## config.mk

```make
export PLATFORM = sky130hd
export DESIGN_NAME = multicycle_control_unit
export DESIGN_NICKNAME = d
export VERILOG_FILES = /design/src/rtl/multicycle_control_unit.sv
export SDC_FILE = /design/constraint.sdc
export NUM_CORES = 1
export LEC_CHECK = 0
export ABC_AREA = 1
export CAP_MARGIN = 20
export CORE_MARGIN = 1.5
export CORE_UTILIZATION = 33
export DETAILED_ROUTE_END_ITERATION = 8
export PLACE_DENSITY = 0.83
export SLEW_MARGIN = 15
export SYNTH_ARGS = -nofsm -noshare
export SYNTH_HDL_FRONTEND = slang
export SYNTH_SLANG_ARGS = --single-unit
```

## constraint.sdc

```tcl
create_clock -name clk_in -period 1.4 [get_ports clk_in]
set_clock_uncertainty 0.15 [all_clocks]
set_input_delay 0.14 -clock clk_in [delete_from_list [all_inputs] [get_ports clk_in]]
set_output_delay 0.14 -clock clk_in [all_outputs]
set_load 0.005 [all_outputs]
```

## src/rtl/multicycle_control_unit.sv

```systemverilog
// Multicycle control FSM for the RV32I core.
// Sequences each instruction through FETCH/DECODE/EXEC/MEM/WB. It handshakes
// with the unified memory port via MemReady_in and traps on illegal opcodes
// or memory timeouts.
// Optional feature macro: CTRL_RETIRE_CNT_EN enables the 32-bit
// retired-instruction counter on InstrRet_out. When the macro is not defined,
// InstrRet_out is tied to 0.
module multicycle_control_unit #(
  parameter int ALUOP_W     = 2,
  parameter int MEM_TIMEOUT = 15
) (
  input  logic               clk_in,
  input  logic               rst_n_in,
  input  logic [6:0]         Opcode_in,
  input  logic               Zero_in,
  input  logic               MemReady_in,
  output logic               PCWrite_out,
  output logic               PCSrc_out,
  output logic               IRWrite_out,
  output logic               IorD_out,
  output logic               MemRead_out,
  output logic               MemWrite_out,
  output logic               RegWrite_out,
  output logic               MemtoReg_out,
  output logic               AluSrcA_out,
  output logic [1:0]         AluSrcB_out,
  output logic [ALUOP_W-1:0] AluOp_out,
  output logic [2:0]         State_out,
  output logic               Error_out,
  output logic [31:0]        InstrRet_out
);

  localparam logic [2:0] S_FETCH  = 3'd0;
  localparam logic [2:0] S_DECODE = 3'd1;
  localparam logic [2:0] S_EXEC   = 3'd2;
  localparam logic [2:0] S_MEM    = 3'd3;
  localparam logic [2:0] S_WB     = 3'd4;
  localparam logic [2:0] S_TRAP   = 3'd5;

  localparam logic [6:0] OP_R  = 7'b0110011;
  localparam logic [6:0] OP_I  = 7'b0010011;
  localparam logic [6:0] OP_LW = 7'b0000011;
  localparam logic [6:0] OP_SW = 7'b0100011;
  localparam logic [6:0] OP_B  = 7'b1100011;

  // A zero timeout still needs a 1-bit counter so the width stays legal.
  localparam int CNT_W = (MEM_TIMEOUT > 0) ? $clog2(MEM_TIMEOUT + 1) : 1;

  logic [2:0]       r_state;
  logic [CNT_W-1:0] r_wait_cnt;
  logic             r_error;

  logic [2:0] w_next;
  logic       w_timeout;
  logic       w_pcwrite, w_pcsrc, w_irwrite, w_iord, w_memread, w_memwrite;
  logic       w_regwrite, w_memtoreg, w_alusrca;
  logic [1:0] w_alusrcb, w_aluop;

  assign w_timeout = (MEM_TIMEOUT != 0) && (r_wait_cnt == CNT_W'(MEM_TIMEOUT));

  // Next-state and control decode from the current state plus input gating.
  always_comb begin
    w_next     = r_state;
    w_pcwrite  = 1'b0;
    w_pcsrc    = 1'b0;
    w_irwrite  = 1'b0;
    w_iord     = 1'b0;
    w_memread  = 1'b0;
    w_memwrite = 1'b0;
    w_regwrite = 1'b0;
    w_memtoreg = 1'b0;
    w_alusrca  = 1'b0;
    w_alusrcb  = 2'b00;
    w_aluop    = 2'b00;
    case (r_state)
      S_FETCH: begin
        w_memread = 1'b1;
        w_alusrcb = 2'b01;
        if (MemReady_in) begin
          w_irwrite = 1'b1;
          w_pcwrite = 1'b1;
          w_next    = S_DECODE;
        end else if (w_timeout) begin
          w_next = S_TRAP;
        end
      end
      S_DECODE: begin
        w_alusrcb = 2'b10;
        case (Opcode_in)
          OP_R, OP_I, OP_LW, OP_SW, OP_B: w_next = S_EXEC;
          default:                        w_next = S_TRAP;
        endcase
      end
      S_EXEC: begin
        w_alusrca = 1'b1;
        case (Opcode_in)
          OP_R: begin
            w_aluop = 2'b10;
            w_next  = S_WB;
          end
          OP_I: begin
            w_alusrcb = 2'b10;
            w_aluop   = 2'b11;
            w_next    = S_WB;
          end
          OP_LW, OP_SW: begin
            w_alusrcb = 2'b10;
            w_next    = S_MEM;
          end
          OP_B: begin
            w_aluop   = 2'b01;
            w_pcsrc   = 1'b1;
            w_pcwrite = Zero_in;
            w_next    = S_FETCH;
          end
          default: w_next = S_TRAP;
        endcase
      end
      S_MEM: begin
        w_iord = 1'b1;
        case (Opcode_in)
          OP_LW: begin
            w_memread = 1'b1;
            if (MemReady_in)    w_next = S_WB;
            else if (w_timeout) w_next = S_TRAP;
          end
          OP_SW: begin
            w_memwrite = 1'b1;
            if (MemReady_in)    w_next = S_FETCH;
            else if (w_timeout) w_next = S_TRAP;
          end
          default: w_next = S_TRAP;
        endcase
      end
      S_WB: begin
        w_regwrite = 1'b1;
        w_memtoreg = (Opcode_in != OP_LW);
        w_next     = S_FETCH;
      end
      S_TRAP:  w_next = S_TRAP;
      default: w_next = S_TRAP;
    endcase
  end

  // State register and sticky trap flag.
  always_ff @(posedge clk_in or negedge rst_n_in) begin
    if (!rst_n_in) begin
      r_state <= S_FETCH;
      r_error <= 1'b0;
    end else begin
      r_state <= w_next;
      r_error <= r_error | (w_next == S_TRAP);
    end
  end

  // Memory wait counter. It counts only while the FSM stays in FETCH/MEM
  // without ready. Any state change or any ready clears it.
  always_ff @(posedge clk_in or negedge rst_n_in) begin
    if (!rst_n_in) begin
      r_wait_cnt <= '0;
    end else if ((MEM_TIMEOUT != 0) && (w_next == r_state) && !MemReady_in &&
                 ((r_state == S_FETCH) || (r_state == S_MEM))) begin
      r_wait_cnt <= r_wait_cnt + 1'b1;
    end else begin
      r_wait_cnt <= '0;
    end
  end

`ifdef CTRL_RETIRE_CNT_EN
  logic        w_retire;
  logic [31:0] r_instret;

  assign w_retire = (w_next == S_FETCH) &&
                    ((r_state == S_EXEC) || (r_state == S_MEM) || (r_state == S_WB));

  // Retired-instruction counter. It wraps naturally and holds in TRAP
  // because TRAP never re-enters FETCH.
  always_ff @(posedge clk_in or negedge rst_n_in) begin
    if (!rst_n_in)     r_instret <= '0;
    else if (w_retire) r_instret <= r_instret + 32'd1;
  end

  assign InstrRet_out = r_instret;
`else
  assign InstrRet_out = '0;
`endif

  // Strobes are gated by reset so they drop asynchronously while it is held.
  assign PCWrite_out  = rst_n_in & w_pcwrite;
  assign PCSrc_out    = rst_n_in & w_pcsrc;
  assign IRWrite_out  = rst_n_in & w_irwrite;
  assign IorD_out     = rst_n_in & w_iord;
  assign MemRead_out  = rst_n_in & w_memread;
  assign MemWrite_out = rst_n_in & w_memwrite;
  assign RegWrite_out = rst_n_in & w_regwrite;
  assign MemtoReg_out = rst_n_in & w_memtoreg;
  assign AluSrcA_out  = rst_n_in & w_alusrca;
  assign AluSrcB_out  = w_alusrcb & {2{rst_n_in}};
  assign AluOp_out    = ALUOP_W'(w_aluop) & {ALUOP_W{rst_n_in}};
  assign State_out    = r_state;
  assign Error_out    = r_error;

endmodule

```

==> results by group, run 1 <==
Final layout
  – Register area: 204 um^2
  – Final #Nets: 236
  – Share of layout cells above drive strength 1: 0.500
  – Non-Filler Instances: 253
  – Fillers: 224
  – Ant. Diodes: 0
  – Multi-input gate area: 728 um^2
  – Area delta synth->final: 78.0%
  – Post-route design area: 1720 um^2

Setup path
  – Number of buffers and inverters on the critical path: 2
  – Worst Path Required: 1.11 ns
  – R2r setup slk: -0.26 ns
  – CP Max Fanout: 4
  – Slowest library cell on the worst path: dfrtp_2
  – Worst flop-to-flop path endpoint: Error_out
  – Crit Reg-Reg Startpoint: State_out[0]
  – CP Capture Type: primary output
  – Crit path max-delay family: flip-flops
  – Worst Path Arrival: 1.44 ns
  – Reg2reg path depth: 11
  – Kind of critical path: reg2out
  – Setup crit start kind: register
  – Cell Chain, Critical Path: nor3_4, nand2_2, buf_6, nor4_2, buf_2
  – Slowest Stage Delay on Critical Path: 0.46 ns

Timing
  – F_max: 576 MHz
  – Period Utilization, post-route: 1.24
  – RSZ-0062 raised after global routing: true
  – Setup violators final: 23
  – Max-slew violations: 0
  – Final Hold Fails: 0
  – Post-route setup slack: -0.335 ns
  – Tmin final: 1.73 ns

Synth
  – Synth Cell Area: 965 um^2
  – Yosys warning total: 0
  – Cell taking the most area after synthesis: buf_4
  – Synth top area share: 0.249
  – Synth Register Bits: 8
  – Post-synthesis sequential area ratio: 0.208
  – Synth cell types: 27
  – Synth Area per Inst: 6.61 um^2
  – Top cells by area, synth: buf_4, dfrtp_1, nand2_1
  – Mapped Cells: 146

Route
  – Vias per Instance: 4.42
  – Met2 wire len: 1560 um
  – Met3 Routed Length: 196 um
  – DRT iter0 DRCs: 9
  – DR WL/cell: 11.5 um
  – Detail Route Antenna Nets: 0
  – DR vias: 1119
  – Uppermost layer routed: met3
  – WL final: 2900 um
  – Drt pass-1 iters: 4
  – Met1 wire length: 1140 um
  – Post-route DRC: 0

Global route
  – Grt ovf: 0
  – Initial antenna violation count: 0
  – First-pass GRT wire length: 4530 um
  – Vias in the first global route: 1014
  – Largest net degree at the start of global routing: 7
  – Total global-route track usage: 0.174

Die
  – Site row count: 19
  – Die Width: 57.1 um
  – Initial core utilization: 0.350
  – Die H: 57.1 um
  – Core Area: 2760 um^2
  – Die area: 3260 um^2
  – Io pins: 60

Clocking
  – Clk_lat worst skew: 0.26 ns
  – Sink Count: 8
  – Root Buffer: clkbuf_4
  – Max clock buf depth: 2
  – Num CTS Buffers: 3
  – H-tree depth: 1
  – CTS tree: built
  – Clk pin slew, worst setup/hold paths: 0.06 ns

Placement
  – Placed cell area: 1370 um^2
  – Post-DP HPWL: 1820 um
  – IO buf count: 27
  – GP Congestion: 0.854
  – Placed Cells: 231
  – Place WS: -0.690 ns

Power
  – PwrDens: 1050 nW/um^2
  – Pleak: 0.911 nW
  – Peak VDD IR: 0.914 mV
  – Total power: 1.80 mW

Run
  – Max_cap viols: 0

Worst hold path
  – Hold path endpoint: Error_out
  – WHS Path Cells: 2
  – HP Class: reg2reg
  – Hold Crit Start: Error_out

Outcome
  – Status: finished, violations left
  – Failing checks: setup timing
## sequential cells by signal, summed over array words and instances, names as in the netlist
register and cells:
State_out 3, Error_out 1, r_wait_cnt 4
## final cells by class
type / instances / area share
tap: 31 / 0.0226
inverter: 18 / 0.0445
multi-input combinational: 119 / 0.424
clock buffer: 3 / 0.0131
timing repair buffer: 74 / 0.377
sequential: 8 / 0.119
## timing repair
item,in CTS,in global routing
hold buffers,1,0
buffers inserted,16,5
pin swaps,23,8
endpoints found under the setup margin,24,24
hold endpoints to repair,3,0
gates resized for setup,103,22
## how the worst max path moves through the flow
stage                        from          end  slack, ns  cells past startpoint
CTS                  State_out[1]    PCSrc_out      -0.35                      6
detailed placement   Opcode_in[1]  PCWrite_out      -0.69                      8
global route         State_out[2]  AluSrcA_out      -0.42                      5
finish               State_out[2]    PCSrc_out      -0.33                      5
floorplan           r_wait_cnt[0]    Error_out       0.01                      9
global placement     Opcode_in[1]  PCWrite_out      -0.68                      8
## kinds of logic after synthesis
logic type / Yosys count / share of synthesized area
adders and majority gates: 1 / 0.0130
other: 1 / 0.00389
xor gates and xnor gates: 2 / 0.0182
buffers and inverters: 50 / 0.319
and+or+nand+nor: 72 / 0.366
DFF: 8 / 0.208
AOI/OAI and AO/OA: 12 / 0.0726
## power by group
group | total (mW) | internal [mW] | switching, mW
clock network | 0.181 | 0.0984 | 0.0829
registers | 0.347 | 0.279 | 0.0672
logic | 1.27 | 0.664 | 0.607
total | 1.80 | 1.04 | 0.757
## cells in the final DEF, fill, tap and decap left out, drive strengths merged, types with 3 or more instances in the layout
cell type      count
nand2             30
o21ai              6
conb              32
a21oi              3
nand3             12
dfrtp              8
dlygate4sd2        8
buf               60
clkdlybuf4s50      4
clkbuf             3
inv               17
nor3               5
nor2              22
## layer usage
metal / GRT usage / up-vias
met5: 0 / -
met1: 0.220 / 515
met2: 0.309 / 50
li1: - / 554
met3: 0.0363 / 0
met4: 0.0299 / 0
## worst register-to-register path, delay by kind of cell (launching register included)
| kind | cells | cell delay (ns) |
|---|---|---|
| simple gates | 7 | 0.53 |
| flops | 1 | 0.44 |
| buf+inv | 4 | 0.43 |
## synth_stat cells (all sizes together)
| cell type | instances |
|---|---|
| dfrtp | 8 |
| nor3 | 5 |
| a21oi | 3 |
| nand2 | 30 |
| o21ai | 6 |
| o211ai | 2 |
| buf | 32 |
| nand4 | 2 |
| xnor2 | 1 |
| conb | 1 |
| nor4 | 1 |
| nand3 | 12 |
| o22ai | 1 |
| nor2 | 22 |
| inv | 18 |
| ha | 1 |
| xor2 | 1 |
## through the flow
stage                     hold slack [ns]  utilization  setup TNS, ns
after floorplan                    -0.306            -              0
after global placement              0.277        0.497          -9.65
after detailed placement            0.277        0.497          -9.84
after CTS                           0.305        0.588          -4.29
after global routing                0.358        0.623          -7.00
final                               0.319        0.623          -5.38
Power figures use the tool's default switching activity.
==> inputs of run 2 (changes only) <==
--- a/config.mk
+++ b/config.mk
@@ -11,2 +11,3 @@
 export CORE_UTILIZATION = 33
+export CTS_CLUSTER_SIZE = 20
 export DETAILED_ROUTE_END_ITERATION = 8
==> constraint.sdc (replaced) <==
create_clock -name clk_in -period 1.4 [get_ports clk_in]
set_clock_uncertainty 0.15 [all_clocks]
set_input_delay 0.21 -clock clk_in [delete_from_list [all_inputs] [get_ports clk_in]]
set_output_delay 0.21 -clock clk_in [all_outputs]
set_load 0.005 [all_outputs]
==> results by group, run 2 (synthesized netlist as in run 1, its figures left out) <==
Global route
  – Total global-route track usage: 0.190
  – Largest net degree at the start of global routing: 8
  – Vias in the first global route: 1064
  – Grt ovf: 0
  – Initial antenna violation count: 0
  – First-pass GRT wire length: 4880 um

Power
  – P_int: 1.01 mW
  – Combinational power share: 0.687
  – Total power: 1.78 mW
  – Psw: 0.774 mW
  – Pleak: 0.921 nW
  – Net Sw Frac: 0.435
  – Power share of the clock group: 0.114
  – Peak VDD IR: 0.819 mV
  – Register share of total power: 0.200
  – PwrDens: 1030 nW/um^2

Die
  – Die area: 3260 um^2
  – Io pins: 60
  – Site row count: 19
  – Core Area: 2760 um^2
  – Die Width: 57.1 um
  – Initial core utilization: 0.350
  – Die H: 57.1 um

Timing
  – Post-route setup slack: -0.432 ns
  – Max-slew violations: 0
  – Period Utilization, post-route: 1.31
  – F_max: 546 MHz
  – Setup violators final: 24
  – Final hold slack: 0.169 ns
  – RSZ-0062 raised after global routing: true
  – Final Hold Fails: 0
  – Tmin final: 1.83 ns

Setup path
  – Number of buffers and inverters on the critical path: 3
  – Worst Path Required: 1.04 ns
  – Slowest Stage Delay on Critical Path: 0.41 ns
  – Slowest library cell on the worst path: dfrtp_2
  – CP Max Fanout: 3
  – Cell Chain, Critical Path: inv_2, nor3_4, nand2_2, buf_6, nor4_2, buf_2
  – CP Capture Type: primary output
  – Setup crit start kind: register
  – Worst Path Arrival: 1.47 ns
  – Kind of critical path: reg2out
  – Crit path max-delay family: simple AND/OR/NAND/NOR gates

Route
  – Vias per Instance: 4.46
  – WL final: 3070 um
  – Detail Route Antenna Nets: 0
  – DRT iter0 DRCs: 15
  – DR WL/cell: 12.1 um
  – DR vias: 1128
  – Post-route DRC: 0
  – Drt pass-1 iters: 4

Final layout
  – Largest register FFs: 4
  – Commonest non-fill, non-tap cell in the layout: conb_1
  – Final core occ: 0.623
  – Share of layout cells above drive strength 1: 0.527
  – Final #Nets: 235
  – Area delta synth->final: 78.2%
  – Ant. Diodes: 0
  – Most frequent cells in the layout: conb_1, buf_4, buf_6
  – Reg with most FFs: r_wait_cnt
  – Post-route design area: 1720 um^2

Clocking
  – Max clock buf depth: 2
  – Clk pin slew, worst setup/hold paths: 0.06 ns
  – Sink Count: 8
  – Root Buffer: clkbuf_4
  – H-tree depth: 1
  – Clk_lat worst skew: 0.26 ns
  – CTS tree: built
  – Num CTS Buffers: 3

Placement
  – Placed cell area: 1340 um^2
  – IO buf count: 27
  – Post-DP HPWL: 1860 um
  – Place WS: -0.848 ns
  – GP Congestion: 0.849

Run
  – Max_cap viols: 0

Worst hold path
  – HP Class: in2async

Outcome
  – Status: finished, violations left
  – Failing checks: setup timing
-- run 2: cell count changes in the layout (fill, tap and decap cells not counted), moves of 2 or more --
cell,delta
buf_6,-3
inv_1,-2
nand2_2,+2
nand3_1,-2
nand3_2,+2
buf_4,+3
nand2_1,-2
inv_2,+2
-- run 2: path summary, 6_finish.rpt --
kind	cells past startpoint	from	end	slack (ns)
max in group asynchronous	3	rst_n_in	State_out[0]	0.66
min	2	rst_n_in	r_wait_cnt[2]	0.17
min reg2reg	2	Error_out	Error_out	0.31
min in group clk_in	2	Error_out	Error_out	0.31
max reg2reg	10	State_out[1]	Error_out	-0.36
max	6	State_out[1]	PCSrc_out	-0.43
-- run 2: metal layers --
metal / vias up / track usage / share of wire
met2: 32 / 0.338 / 0.52
met4: 0 / 0.0532 / 0.0068
met1: 545 / 0.239 / 0.43
met3: 2 / 0.0295 / 0.040
li1: 549 / - / -
met5: - / 0 / 0
-- run 2: layout make-up --
cell class	instances	area, um^2
Timing Repair Buffer	73	624
Clock buffer	4	26.3
Tap cell	31	38.8
Multi-Input combinational cell	119	751
Sequential cell	8	204
Fill cell	227	1040
Inverter	18	75.1
-- run 2: per-stage QoR --
step | std cells | TNS [ns]
floorplan | 177 | 0
global placement | 226 | -11.40
detailed placement | 226 | -11.67
CTS | 248 | -5.04
global route | 253 | -7.53
finish | 253 | -6.22
-- run 2: what timing repair did --
item                                    4_1_cts  5_1_grt
hold buffers                                  0        0
gates resized for setup                     126       10
gates cloned                                  0        0
pin swaps                                    17        9
buffers inserted                             18        6
endpoints found under the setup margin       25       23
-- run 2: power groups by stage --
stage | combinational [mW] | clock (mW) | sequential (mW)
after floorplan | 0.455 | 0 | 0.349
after global placement | 0.827 | 0 | 0.338
after detailed placement | 0.844 | 0 | 0.339
after CTS | 1.10 | 0.198 | 0.357
after global routing | 1.32 | 0.222 | 0.361
final | 1.22 | 0.202 | 0.355
==> inputs of run 3 (changes only) <==
GPL_TIMING_DRIVEN = 1   (was not set)
PLACE_DENSITY = not set   (was 0.83)
PLACE_DENSITY_LB_ADDON = 0.3   (was not set)
==> results by group, run 3 (synthesized netlist as in run 1, its figures left out) <==
Die
  – Core Area: 2760 um^2
  – Io pins: 60
  – Die Width: 57.1 um
  – Die H: 57.1 um
  – Die area: 3260 um^2
  – Site row count: 19
  – Initial core utilization: 0.350

Final layout
  – Area delta synth->final: 90.1%
  – Most frequent cells in the layout: buf_4, conb_1, buf_6
  – Reg with most FFs: r_wait_cnt
  – Non-Filler Instances: 265
  – Largest register FFs: 4
  – Ant. Diodes: 0
  – Commonest non-fill, non-tap cell in the layout: buf_4
  – Share of layout cells above drive strength 1: 0.560
  – Fillers: 246
  – Post-route design area: 1830 um^2
  – Final #Nets: 247

Timing
  – Period Utilization, post-route: 1.32
  – RSZ-0062 raised after global routing: true
  – Setup violators final: 23
  – F_max: 541 MHz
  – Tmin final: 1.85 ns
  – Post-route setup slack: -0.448 ns
  – Max-slew violations: 0
  – Final Hold Fails: 0

Run
  – Max_cap viols: 0

Route
  – WL final: 3210 um
  – DRT iter0 DRCs: 26
  – Detail Route Antenna Nets: 0
  – Vias per Instance: 4.49
  – DR WL/cell: 12.1 um
  – Post-route DRC: 0
  – DR vias: 1191
  – Drt pass-1 iters: 4

Power
  – PwrDens: 1080 nW/um^2
  – Pleak: 0.970 nW
  – Peak VDD IR: 1.04 mV

Setup path
  – Crit path max-delay family: buffers and inverters
  – CP Max Fanout: 4
  – Number of buffers and inverters on the critical path: 4
  – CP Capture Type: primary output
  – Worst Path Required: 1.04 ns
  – Cell Chain, Critical Path: buf_6, nor2_4, buf_6, nand2_8, inv_6, nand2_4, a21oi_2, buf_2
  – Kind of critical path: reg2out
  – Setup crit start kind: register
  – CP dominant cell by count: buf_6
  – Worst Path Arrival: 1.49 ns
  – Slowest library cell on the worst path: dfrtp_2
  – Slowest Stage Delay on Critical Path: 0.42 ns

Global route
  – First-pass GRT wire length: 4930 um
  – Largest net degree at the start of global routing: 6
  – Initial antenna violation count: 0
  – Total global-route track usage: 0.190
  – Grt ovf: 0
  – Vias in the first global route: 1097

Clocking
  – H-tree depth: 1
  – Max clock buf depth: 2
  – CTS tree: built
  – Clk pin slew, worst setup/hold paths: 0.05 ns
  – Root Buffer: clkbuf_4
  – Clk_lat worst skew: 0.25 ns
  – Num CTS Buffers: 3
  – Sink Count: 8

Placement
  – Placed cell area: 1440 um^2
  – GP Congestion: 0.806
  – Placed Cells: 239
  – Post-DP HPWL: 2030 um
  – IO buf count: 27

Outcome
  – Failing checks: setup timing
  – Status: finished, violations left

Worst hold path
  – HP Class: in2async
[run 3: cell count changes in the layout (fill, tap and decap cells not counted), sizes merged]
cell / previous run / this run
buf: 60 / 70
dlygate4sd2: 9 / 12
clkdlybuf4s50: 3 / 2
dlygate4sd3: 0 / 1
dlymetal6s2s: 1 / 0
[run 3: worst paths after layout]
path	to	depth (start not counted)	start	slack (ns)
min in group clk_in	Error_out	2	Error_out	0.33
min reg2reg	Error_out	2	Error_out	0.33
min	Error_out	3	rst_n_in	0.03
max reg2reg	Error_out	11	State_out[0]	-0.30
max	PCWrite_out	8	State_out[1]	-0.45
max in group asynchronous	r_wait_cnt[2]	3	rst_n_in	0.56
[run 3: cell type report]
cell class | count | area, um^2 | share of cell area
Multi-Input combinational cell | 119 | 787 | 0.429
Timing Repair Buffer | 85 | 701 | 0.382
Sequential cell | 8 | 204 | 0.111
Inverter | 18 | 77.6 | 0.0423
Tap cell | 31 | 38.8 | 0.0211
Clock buffer | 4 | 26.3 | 0.0143
[run 3: what timing repair did]
item                       CTS  global route
hold endpoints to repair     4             0
setup buffers               19             6
gates resized for setup    123            20
hold buffers                 1             0
setup endpoints to repair   25            24
pin swaps                   22            10
[run 3: metrics by stage]
stage	setup slack, ns	setup TNS (ns)	util	power [mW]	hold slack (ns)
floorplan	0.00680	0	-	0.803	-0.236
global placement	-0.810	-12.55	0.520	1.20	0.296
detailed placement	-0.841	-12.70	0.520	1.22	0.318
CTS	-0.434	-6.04	0.627	1.77	0.0188
global route	-0.533	-8.77	0.665	2.13	0.0191
finish	-0.448	-6.80	0.665	1.98	0.0250
[run 3: power by group]
| group | switching, mW | total (mW) | internal (mW) |
|---|---|---|---|
| registers | 0.0647 | 0.344 | 0.280 |
| logic | 0.695 | 1.45 | 0.758 |
| clock network | 0.0697 | 0.178 | 0.108 |
| total | 0.830 | 1.98 | 1.15 |
[run 3: metal layers]
layer / up-vias / routed length [um] / global-route usage
met5: - / 0 / 0
met4: 0 / 51 / 0.0598
met3: 6 / 186 / 0.0227
met2: 44 / 1790 / 0.360
met1: 572 / 1180 / 0.221
li1: 569 / - / -
[run 3: tightest hold or removal path, stage by stage]
cell and delay (ns):
dlygate4sd2_1 0.26, buf_4 0.15, buf_4 0.13
